`config.mk`:
```
export PLATFORM = sky130hd
export DESIGN_NAME = nd_array_scatter
export DESIGN_NICKNAME = d
export VERILOG_FILES = /design/src/rtl/nd_array_pkg.sv /design/src/rtl/nd_index_counter.sv /design/src/rtl/nd_array_scatter.sv
export SDC_FILE = /design/constraint.sdc
export NUM_CORES = 1
export LEC_CHECK = 0
export BUFFER_PORTS_ARGS = -buffer_cell sky130_fd_sc_hd__clkbuf_2
export CORE_ASPECT_RATIO = 1.5
export CORE_UTILIZATION = 35
export CTS_CLUSTER_SIZE = 25
export DETAILED_ROUTE_END_ITERATION = 16
export SYNTH_ARGS = -nofsm -noshare
export SYNTH_HDL_FRONTEND = slang
export SYNTH_SLANG_ARGS = --single-unit
```
`constraint.sdc`:
```
create_clock -name CLK -period 4.1 [get_ports CLK]
set_clock_uncertainty 0.05 [all_clocks]
set_input_delay 0.41 -clock CLK [delete_from_list [all_inputs] [get_ports CLK]]
set_output_delay 0.41 -clock CLK [all_outputs]
set_load 0.03 [all_outputs]
```
`src/rtl/nd_array_pkg.sv`:
```
// Shared types and helpers for the N-d array scatter path: element type,
// fill/hold state encoding and the column rotation helper.
package nd_array_pkg;

  localparam int unsigned ElemW = 3;

  typedef logic [ElemW-1:0] elem_t;

  typedef enum logic {
    StFill = 1'b0,
    StHold = 1'b1
  } state_e;

  // Rotated column for the k-th element of a row; compare-and-subtract, no divider.
  function automatic int unsigned rot_idx(int unsigned k, int unsigned rot, int unsigned cols);
    int unsigned sum;
    sum = k + rot;
    if (sum >= cols) begin
      sum = sum - cols;
    end
    return sum;
  endfunction

endpackage

```
`src/rtl/nd_index_counter.sv`:
```
// Column/row position counter for frame assembly. Advances on each accepted
// element, wraps columns into rows and flags the last element of the frame.
module nd_index_counter #(
  parameter int unsigned ROWS = 2,
  parameter int unsigned COLS = 4,
  parameter int unsigned CW   = $clog2(COLS),
  parameter int unsigned RW   = (ROWS > 1) ? $clog2(ROWS) : 1
) (
  input  logic          clk,
  input  logic          rst_n,
  input  logic          step,
  output logic [CW-1:0] col_cnt,
  output logic [RW-1:0] row_cnt,
  output logic          last
);

  logic col_wrap;

  always_comb begin
    col_wrap = (col_cnt == CW'(COLS - 1));
    last     = col_wrap && (row_cnt == RW'(ROWS - 1));
  end

  always_ff @(posedge clk or negedge rst_n) begin
    if (!rst_n) begin
      col_cnt <= '0;
      row_cnt <= '0;
    end else if (step) begin
      if (col_wrap) begin
        col_cnt <= '0;
        row_cnt <= last ? '0 : row_cnt + 1'b1;
      end else begin
        col_cnt <= col_cnt + 1'b1;
      end
    end
  end

endmodule

```
`src/rtl/nd_array_scatter.sv`:
```
// Streams W-bit elements into a packed [ROWS][COLS][W] frame with a fixed column
// rotation. Define ND_SCATTER_PINGPONG_EN for a separate assembly buffer that overlaps drain.
module nd_array_scatter
  import nd_array_pkg::*;
#(
  parameter int unsigned ROWS = 2,
  parameter int unsigned COLS = 4,
  parameter int unsigned W    = 3,
  parameter int unsigned ROT  = 1
) (
  input  logic                             CLK,
  input  logic                             ASYNCRESETN,
  input  logic [W-1:0]                     I,
  input  logic                             I_valid,
  output logic                             I_ready,
  output logic [ROWS-1:0][COLS-1:0][W-1:0] O,
  output logic                             O_valid,
  input  logic                             O_ready
);

  localparam int unsigned CW = $clog2(COLS);
  localparam int unsigned RW = (ROWS > 1) ? $clog2(ROWS) : 1;

  state_e        state_q;
  logic [CW-1:0] col_cnt;
  logic [RW-1:0] row_cnt;
  logic [CW-1:0] col_idx;
  logic [CW:0]   col_sum;
  logic          last;
  logic          accept;
  logic          drain;

  nd_index_counter #(
    .ROWS(ROWS),
    .COLS(COLS),
    .CW  (CW),
    .RW  (RW)
  ) u_index (
    .clk    (CLK),
    .rst_n  (ASYNCRESETN),
    .step   (accept),
    .col_cnt(col_cnt),
    .row_cnt(row_cnt),
    .last   (last)
  );

  // One bit of headroom so col_cnt + ROT never overflows before the compare.
  always_comb begin
    col_sum = {1'b0, col_cnt} + (CW + 1)'(ROT);
    if (col_sum >= (CW + 1)'(COLS)) begin
      col_sum = col_sum - (CW + 1)'(COLS);
    end
    col_idx = col_sum[CW-1:0];
  end

  assign O_valid = (state_q == StHold);
  assign drain   = O_valid & O_ready;
  assign accept  = I_valid & I_ready;

`ifdef ND_SCATTER_PINGPONG_EN

  logic [ROWS-1:0][COLS-1:0][W-1:0] asm_q;
  logic [ROWS-1:0][COLS-1:0][W-1:0] frame_next;

  // Only the completing element stalls, and only if the output slot cannot free up.
  assign I_ready = !(last && O_valid && !O_ready);

  always_comb begin
    frame_next                   = asm_q;
    frame_next[row_cnt][col_idx] = I;
  end

  always_ff @(posedge CLK or negedge ASYNCRESETN) begin
    if (!ASYNCRESETN) begin
      state_q <= StFill;
      asm_q   <= '0;
      O       <= '0;
    end else begin
      if (accept) begin
        asm_q[row_cnt][col_idx] <= I;
      end
      if (accept && last) begin
        O       <= frame_next;
        state_q <= StHold;
      end else if (drain) begin
        state_q <= StFill;
      end
    end
  end

`else

  assign I_ready = (state_q == StFill);

  always_ff @(posedge CLK or negedge ASYNCRESETN) begin
    if (!ASYNCRESETN) begin
      state_q <= StFill;
      O       <= '0;
    end else begin
      if (accept) begin
        O[row_cnt][col_idx] <= I;
      end
      if (accept && last) begin
        state_q <= StHold;
      end else if (drain) begin
        state_q <= StFill;
      end
    end
  end

`endif

endmodule

```
==> results.tsv <==
stage	metric	value	unit
worst_setup_path	critPathMaxFanout	12	
timing	hold_viol_final	0	
clocking	cts_tree	built	
finish	drive_gt1_share	63.30	%
synthesis	synthTopCellsByArea	dfrtp_1, mux2_4, mux2_2, nand4b_4, and4bb_4	
place	place_inst	149	
worst_setup_path	reg2reg_to	O[11]	
floorplan	core-area	0.003649	mm2
clocking	clk_path_buf_depth	2	
detailed_routing	vias	724	
synthesis	syn-instance-count	77	
clocking	ctsRootBufferMaster	clkbuf_8	
power	power.density	900.6	mW/mm2
finish	design_area	0.001548	mm2
clocking	cts_hold_buf	0	
hold_path	hold_class	in2async	
clocking	cts-buffers-inserted	3	
grt	grt_start_max_net_pins	29	
floorplan	initial_core_util	36.25	%
floorplan	die_area	0.004034	mm2
synthesis	ys_warn_count	0	
place	gp_congestion	0.6611	
grt	antenna_found_initial	0	
grt	overflow	0	
place	dp.final_hpwl	1.831	mm
finish	utilization	42.42	%
timing	post-route-worst-setup-slack	2523	ps
synthesis	synth_area	0.001323	mm2
worst_setup_path	r2r_slack	2580	ps
finish	stdcell_count	152	
worst_setup_path	r2r_cells	4	
clocking	cts_resized	0	
clocking	cts-htree-levels	1	
grt	grt_pass1_vias	806	
worst_setup_path	critPathArrivalTime	1120	ps
timing	maxSlewHeadroom	54.12	%
flow_run	maxCapViolCount	0	
clocking	post_cts_buffers	0	
place	placed_area	0.001506	mm2
synthesis	synth_seq_cells	28	
detailed_routing	drc	0	
worst_setup_path	crit_type	reg2out	
finish	antenna_cells	0	
worst_setup_path	crit_start	O_valid	
timing	finalSetupViolCount	0	
synthesis	netlist-cell-type-count	14	
finish	fin_nets	122	
detailed_routing	wire_per_inst	15.93	um
synthesis	synth_area_per_cell	17.18	um2
worst_setup_path	crit_path_end	I_ready	
worst_setup_path	timing.rr.start	u_index.col_cnt[0]	
place	place_ws	2585	ps
clocking	cts_sinks	28	
floorplan	die_h	77.29	um
finish	area_growth	17.03	%
detailed_routing	drt-initial-drc-count	7	
worst_setup_path	start_kind	flop	
power	power	1.394	mW
synthesis	syn_nets	88	
place	portBuffers	32	
floorplan	die_w	52.19	um
worst_setup_path	crit_path_end_kind	primary output	
detailed_routing	first_pass_iters	3	
timing	hold_slack	117.2	ps
worst_setup_path	required	3640	ps
timing	rsz0062_at_grt	no	
grt	gr-usage-all-layers	13.58	%
timing	max_freq	634.2	MHz
synthesis	synth_top_area_share	52.98	%
detailed_routing	ant_nets	0	
synthesis	synth_top_cell_by_area	dfrtp_1	
finish	nFillCells	351	
synthesis	yosysSeqAreaShare	52.98	%
floorplan	num_io_pins	33	
power	p_leak	0.7927	nW
detailed_routing	avgViaCountPerCell	4.763	
status	status	finished, final reports clean	
timing	setup_tns	0	ps
floorplan	num_rows	27	
timing	maxSlewViolCount	0	
timing	worst_pin_slew	688.2	ps
detailed_routing	finalWirelength	2.422	mm
timing	layout_min_cycle_time	1577	ps
timing	fin_crit_sh	38.46	%
grt	grt_pass1_wl	4.071	mm
power	peakVddDrop	0.3876	mV
clocking	insertion_delay	270	ps
clocking	path_clk_slew	90	ps
-- report_power, final --
group / switching (mW) / leakage (nW) / total, mW / internal (mW)
clock: 0.0781 / 0.0216 / 0.144 / 0.0658
sequential: 0.112 / 0.338 / 0.527 / 0.415
combinational: 0.411 / 0.433 / 0.723 / 0.312
-- critical path: stages, from the launching register on --
cell,delay [ps]
dfrtp_1,540
inv_1,110
clkbuf_2,200
-- per-layer routing --
metal	vias to the layer above	share of wire, %	track usage [%]
met5	-	0	0
met4	0	0.70	4.737
met3	2	2.6	1.984
met2	10	57	23.85
met1	372	40	16.23
li1	340	-	-
-- cell type report --
cell class	instances	area [um2]	share of cell area, %
flip-flops and latches	28	700.7	45.27
multi-input cells	43	580.6	37.51
repair buffers	32	160.2	10.35
well taps	43	53.80	3.476
clock buffers	3	41.29	2.668
inverters	3	11.26	0.7276
-- worst min path at each step --
stage                     endpoint  slack (ps)  cells after the start
after floorplan               O[0]          60                      0
after global placement        O[9]         420                      1
after detailed placement     O[11]         440                      1
after CTS                    O[11]         140                      1
after global routing         O[11]         180                      1
final                        O[11]         120                      1
-- layout by cell type (no fill, tap or decap), drive strengths merged --
master / Yosys / routed
dfrtp: 28 / 28
nor2: 1 / 1
and4bb: 4 / 4
mux2: 26 / 26
clkbuf: 0 / 35
and2b: 1 / 1
nand3b: 1 / 1
ha: 4 / 4
inv: 3 / 3
xnor2: 1 / 1
o21ai: 1 / 1
nand4b: 4 / 4
-- registers in the layout (all words and copies together), names as in the netlist --
| signal | count |
|---|---|
| u_index.row_cnt | 1 |
| u_index.col_cnt | 2 |
| O_valid | 1 |
| O | 24 |
-- Yosys cell counts (all sizes together) --
master and n:
ha 4, dfrtp 28, nor2 1, buf 3
xnor2 1, and4bb 4, nand3b 1, inv 3
nand4b 4, o21ai 1, and2b 1, mux2 26
-- kinds of logic (layout without fill, tap and decap cells) --
kind of cell / count (synthesis) / after routing / synth area share [%]
and+or+nand+nor: 11 / 11 / 13.53
AOI/OAI and AO/OA: 1 / 1 / 0.3781
adders and majority gates: 4 / 4 / 3.784
xor gates and xnor gates: 1 / 1 / 0.6624
buffers and inverters: 6 / 38 / 3.122
muxes: 26 / 26 / 25.54
DFF: 28 / 28 / 52.98
(Power assumes the default switching activity.)
